$ cat config.mk
export PLATFORM = sky130hd
export DESIGN_NAME = timer_sequencer_flat
export DESIGN_NICKNAME = d
export VERILOG_FILES = /design/src/rtl/timer_pkg.sv /design/src/rtl/timer_sequencer_if.sv /design/src/rtl/timer_seq_fifo.sv /design/src/rtl/timer_sequencer.sv /design/src/flat_wrapper.sv
export SDC_FILE = /design/constraint.sdc
export NUM_CORES = 1
export LEC_CHECK = 0
export CAP_MARGIN = 20
export CELL_PAD_IN_SITES_DETAIL_PLACEMENT = 1
export CELL_PAD_IN_SITES_GLOBAL_PLACEMENT = 1
export CORE_AREA = 2 2 64 66
export CTS_CLUSTER_SIZE = 10
export DETAILED_ROUTE_END_ITERATION = 8
export DIE_AREA = 0 0 66 68
export GPL_ROUTABILITY_DRIVEN = 0
export PLACE_DENSITY_LB_ADDON = 0.1
export SLEW_MARGIN = 20
export SYNTH_ARGS = -nofsm -noshare
export SYNTH_HDL_FRONTEND = slang
export SYNTH_SLANG_ARGS = --single-unit
$ cat constraint.sdc
create_clock -name clk -period 1.9 [get_ports clk]
set_input_delay 0.38 -clock clk [delete_from_list [all_inputs] [get_ports clk]]
set_output_delay 0.38 -clock clk [all_outputs]
set_load 0.02 [all_outputs]
$ cat src/rtl/timer_pkg.sv
// timer_pkg: shared widths, defaults and FSM state type for the timer sequencer
package timer_pkg;
  localparam int VAL_W = 5;
  localparam int DEF_DEPTH = 4;
  localparam int DEF_PRESCALE = 4;
  typedef enum logic [1:0] {IDLE, LOAD, ARM, RUN} state_e;
endpackage

$ cat src/rtl/timer_sequencer_if.sv
// timer_sequencer_if: interval stream input plus timer load/tick/feedback bundle
interface timer_sequencer_if #(parameter int DEPTH = 4) ();
  import timer_pkg::*;
  logic [VAL_W-1:0] in_value;
  logic in_valid;
  logic in_ready;
  logic [VAL_W-1:0] count;
  logic [VAL_W-1:0] value;
  logic valid;
  logic enable;
  logic done;
  logic busy;
  logic [$clog2(DEPTH+1)-1:0] level;
  modport slave (
    input in_value, in_valid, count,
    output in_ready, value, valid, enable, done, busy, level
  );
  modport master (
    output in_value, in_valid, count,
    input in_ready, value, valid, enable, done, busy, level
  );
endinterface

$ cat src/rtl/timer_seq_fifo.sv
// timer_seq_fifo: power-of-two synchronous FIFO with occupancy counter
module timer_seq_fifo import timer_pkg::*; #(
  parameter int DEPTH = 4,
  localparam int AW = $clog2(DEPTH),
  localparam int LW = $clog2(DEPTH+1)
) (
  input  logic clk,
  input  logic reset,
  input  logic push_i,
  input  logic [VAL_W-1:0] din_i,
  input  logic pop_i,
  output logic [VAL_W-1:0] head_o,
  output logic full_o,
  output logic empty_o,
  output logic [LW-1:0] level_o
);
  logic [VAL_W-1:0] mem_q [DEPTH];
  logic [AW-1:0] wr_q, rd_q;
  logic [LW-1:0] cnt_q;
  logic push, pop;
  assign push = push_i && !full_o;
  assign pop = pop_i && !empty_o;
  assign full_o = cnt_q == LW'(DEPTH);
  assign empty_o = cnt_q == '0;
  assign level_o = cnt_q;
  assign head_o = mem_q[rd_q];
  always_ff @(posedge clk)
    if (push) mem_q[wr_q] <= din_i;
  // pointers wrap naturally because DEPTH is a power of two
  always_ff @(posedge clk)
    if (reset) begin
      wr_q <= '0;
      rd_q <= '0;
      cnt_q <= '0;
    end else begin
      wr_q <= wr_q + AW'(push);
      rd_q <= rd_q + AW'(pop);
      cnt_q <= cnt_q + LW'(push) - LW'(pop);
    end
endmodule

$ cat src/rtl/timer_sequencer.sv
// timer_sequencer: queues intervals and feeds them to the countdown timer with a prescaled tick
module timer_sequencer import timer_pkg::*; #(
  parameter int DEPTH = DEF_DEPTH,
  parameter int PRESCALE = DEF_PRESCALE
) (
  input logic clk,
  input logic reset,
  timer_sequencer_if.slave bus
);
  localparam int PW = PRESCALE > 1 ? $clog2(PRESCALE) : 1;
  localparam logic [PW-1:0] PMAX = PW'(PRESCALE-1);
  state_e state_q, state_d;
  logic [PW-1:0] pre_q, pre_d;
  logic full, empty;
  logic [VAL_W-1:0] head;
  logic [$clog2(DEPTH+1)-1:0] level;
  timer_seq_fifo #(.DEPTH(DEPTH)) u_fifo (
    .clk(clk),
    .reset(reset),
    .push_i(bus.in_valid),
    .din_i(bus.in_value),
    .pop_i(state_q == LOAD),
    .head_o(head),
    .full_o(full),
    .empty_o(empty),
    .level_o(level)
  );
  always_ff @(posedge clk)
    if (reset) begin
      state_q <= IDLE;
      pre_q <= '0;
    end else begin
      state_q <= state_d;
      pre_q <= pre_d;
    end
  // count feedback only steers the RUN exit; empty is the pre-pop occupancy
  always_comb begin
    state_d = state_q;
    pre_d = pre_q;
    unique case (state_q)
      IDLE: state_d = empty ? IDLE : LOAD;
      LOAD: state_d = ARM;
      ARM: begin
        state_d = RUN;
        pre_d = '0;
      end
      RUN: begin
        state_d = bus.count != '0 ? RUN : (empty ? IDLE : LOAD);
        pre_d = pre_q == PMAX ? '0 : pre_q + 1'b1;
      end
    endcase
  end
  assign bus.valid = state_q == LOAD;
  assign bus.value = bus.valid ? head : '0;
  assign bus.enable = state_q == RUN && pre_q == PMAX;
  assign bus.done = state_q == RUN && bus.count == '0;
  assign bus.busy = state_q != IDLE;
  assign bus.in_ready = !full;
  assign bus.level = level;
endmodule

$ cat src/flat_wrapper.sv
// flat-port wrapper written by rule: the top's interface ports become plain ports
module timer_sequencer_flat import timer_pkg::*;
#(
  parameter int DEPTH = DEF_DEPTH,
  parameter int PRESCALE = DEF_PRESCALE
)
  (clk, reset, bus_in_value, bus_in_valid, bus_count, bus_in_ready, bus_value, bus_valid, bus_enable, bus_done, bus_busy, bus_level);
  timer_sequencer_if #(.DEPTH(DEPTH)) bus_i ();
  input logic clk;
  input logic reset;
  input wire logic [$bits(bus_i.in_value)-1:0] bus_in_value;
  input wire logic [$bits(bus_i.in_valid)-1:0] bus_in_valid;
  input wire logic [$bits(bus_i.count)-1:0] bus_count;
  output wire logic [$bits(bus_i.in_ready)-1:0] bus_in_ready;
  output wire logic [$bits(bus_i.value)-1:0] bus_value;
  output wire logic [$bits(bus_i.valid)-1:0] bus_valid;
  output wire logic [$bits(bus_i.enable)-1:0] bus_enable;
  output wire logic [$bits(bus_i.done)-1:0] bus_done;
  output wire logic [$bits(bus_i.busy)-1:0] bus_busy;
  output wire logic [$bits(bus_i.level)-1:0] bus_level;
  assign bus_i.in_value = bus_in_value;
  assign bus_i.in_valid = bus_in_valid;
  assign bus_i.count = bus_count;
  assign bus_in_ready = bus_i.in_ready;
  assign bus_value = bus_i.value;
  assign bus_valid = bus_i.valid;
  assign bus_enable = bus_i.enable;
  assign bus_done = bus_i.done;
  assign bus_busy = bus_i.busy;
  assign bus_level = bus_i.level;
  timer_sequencer #(.DEPTH(DEPTH), .PRESCALE(PRESCALE)) u_core (.clk(clk), .reset(reset), .bus(bus_i));
endmodule
==> summary.md <==
| Metric | Value |
|---|---|
| TritonCTS clock tree | done |
| Async set or reset register ratio after synthesis | 0 |
| Violated checks | setup timing |
| Setup TNS | -111 ps |
| DRT antenna net count | 0 |
| Clock skew | between 3 and 4 ps |
| DR vias | 906 |
| Initial antenna violation count | 0 |
| Num CTS Buffers | 5 |
| Synth warnings | 0 |
| N_diodes | 0 |
| VDD IR max | approximately 0.56 mV |
| Io pins | 26 |
| Wire per inst | around 14 um |
| Worst hold path type | reg -> reg |
| Chip height | between 60 and 70 um |
| Vias in the first global route | approximately 960 |
| Status | finished, violations left |
| Worst setup margin | -104 ps |
| Leak | approximately 0.00074 uW |
| Final total power | about 2500 uW |
| Vias per inst | ~4.7 |
| Post-Syn Instances | 94 |
| Clock root buffer | clkbuf_8 |
| Number of synthesized flops with an enable pin | 20 |
| Maxcap violations | 0 |
| Critical Path Source Type | flip-flop |
| CP Data Required Time | ~2100 ps |
| Die width | around 66 um |
| Syn Std Cell Area | between 1000 and 1500 um2 |
| Site row count | 23 |
| Final min period | between 2000 and 2500 ps |
| Area Overhead vs Synth | 43.7% |
| Endpoints failing setup | 2 |
| Synth Net Count | around 110 |
| CP Capture Type | flip-flop |
| Largest net degree at the start of global routing | 10 |
| H-tree Lvls | 2 |
| WP data arrival | roughly 2200 ps |
| Critical path type | reg -> reg |
| Period utilization | 1.05 |
| Total Routing Usage GR | 0.138 |
| Nets | around 160 |
| Slew Limit Fails | 0 |
| Post-synthesis sequential area ratio | 0.615 |
| Hpwl dp | approximately 2.0 mm |
| Post-Place Worst Slack | -622 ps |
| Initial Util | 0.346 |
| Global-route wire length before repair | ~4.5 mm |
| Num Clock Sinks | 31 |
| Die area | between 4000 and 5000 um2 |
| Cell area power density | ~1300 nW/um2 |
| RSZ-0062 raised after global routing | yes |
| Synthesized flop and latch total | 31 |
| Yosys cell types | 31 |
| Worst slew pin tran | ~380 ps |
| Mapped Avg Cell Area | ~14 um2 |
| CP Max Fanout | 3 |
| Gr ovfl total | 0 |
| Worst skew pair latency | roughly 270 ps |
| Slew HR | 0.744 |
| Clk slew on worst S/H paths | about 60 ps |
| # port buffers | 25 |
| Final Hold Viols | 0 |
| Core Box Area | 3860 um2 |
| DRC violation total after the first TritonRoute iteration | 13 |
| Ratio of cells with drive above 1 in the final layout | 0.404 |
| Initial DRT Pass Iterations | 4 |
| Post-Route WL | 2.69 mm |
| Synth Flop Type | edfxtp_1 |
| # DRC | 0 |
| Clk buf depth | 2 |
| Max Freq | ~0.5 GHz |
## cell type report
| class | instances | area, um2 |
|---|---|---|
| Clock inverter | 2 | 8.76 |
| Inverter | 4 | 15.0 |
| Timing Repair Buffer | 44 | 404 |
| Fill cell | 419 | 1940 |
| Sequential cell | 31 | 827 |
| Tap cell | 50 | 62.6 |
| Multi-Input combinational cell | 55 | 531 |
| Clock buffer | 5 | 68.8 |
## cells by family after synthesis
family / count (synthesis) / synth area share
AND/OR/NAND/NOR: 36 / 0.174
flip-flops: 31 / 0.615
buffers and inverters: 8 / 0.0244
AO/OA/AOI/OAI: 6 / 0.0328
multiplexers: 5 / 0.0844
XOR/XNOR: 4 / 0.0263
adder cells (fa/ha/maj): 4 / 0.0432
## synthesized netlist by cell type (all sizes together) (3+ instances only)
library cell  instances  share of area
edfxtp               20           0.45
dfxtp                11           0.17
and2                  6          0.030
mux4                  5          0.084
inv                   4          0.011
nor2                  4          0.011
nor2b                 4          0.019
xnor2                 4          0.026
a21oi                 3          0.011
ha                    3          0.028
nand2                 3          0.014
nand2b                3          0.014
nor3                  3          0.015
nor3b                 3          0.017
## final timing paths
check | depth (start not counted) | end | slack (ps) | startpoint
setup / recovery | 8 | u_core.u_fifo.level_o[2] | -100 | u_core.u_fifo.level_o[2]
hold / removal | 2 | u_core.pre_q[1] | 480 | u_core.pre_q[1]
setup reg to reg | 8 | u_core.u_fifo.level_o[2] | -100 | u_core.u_fifo.level_o[2]
hold reg to reg | 2 | u_core.pre_q[1] | 480 | u_core.pre_q[1]
## layout by cell type, fill, tap and decap left out, types with 2 or more instances in the layout
master,count
nor3b_1,3
nor2b_1,3
dlygate4sd2_1,7
a21oi_1,3
xnor2_2,2
edfxtp_1,20
inv_1,4
dfxtp_1,8
nand2b_1,3
nor2_1,4
dfxtp_2,2
clkdlybuf4s50_1,11
buf_6,6
nand3_1,2
nand2_1,2
and2_4,6
nor3_1,2
mux4_2,5
clkbuf_8,5
ha_1,2
buf_4,18
xnor2_1,2
and3_1,2
## metrics by stage
stage	util	hold slack [ps]	std cells	instance area (um2)
after floorplan	-	449	94	1350
after global placement	0.463	458	182	1790
after detailed placement	0.463	467	182	1790
after CTS	0.491	477	190	1890
after global routing	0.497	508	191	1920
final	0.497	478	191	1920
## critical path, cell delays in order (launching register included)
cell and delay, ps:
dfxtp_4 350, or3_4 380, and2_4 170, xnor2_2 130, ha_2 180, fa_2 350
xnor2_2 150, xnor2_1 140, nor2_1 50
## report_power, final
group	total (uW)	switching (uW)	internal (uW)
Clock	469	226	243
Sequential	904	63.0	841
Combinational	1120	488	633
Total	2490	777	1720
## state kept, by name, summed over array words and instances (netlist names)
name                   count
u_core.state_q             2
u_core.u_fifo.rd_q         2
u_core.u_fifo.wr_q         2
u_core.u_fifo.mem_q       20
u_core.pre_q               2
u_core.u_fifo.level_o      3
## what timing repair did
item	4_1_cts	5_1_grt
hold buffers	0	0
pin swaps	7	1
setup buffers	1	1
resized for setup	53	3
setup endpoints to repair	12	8
## metal layers
metal | up-vias | GRT usage | part of all wire
met5 | - | 0 | 0
met4 | 0 | 0.0612 | 0.012
met3 | 4 | 0.0395 | 0.043
met2 | 26 | 0.247 | 0.53
met1 | 443 | 0.152 | 0.41
li1 | 433 | - | -
Power figures use the tool's default switching activity.
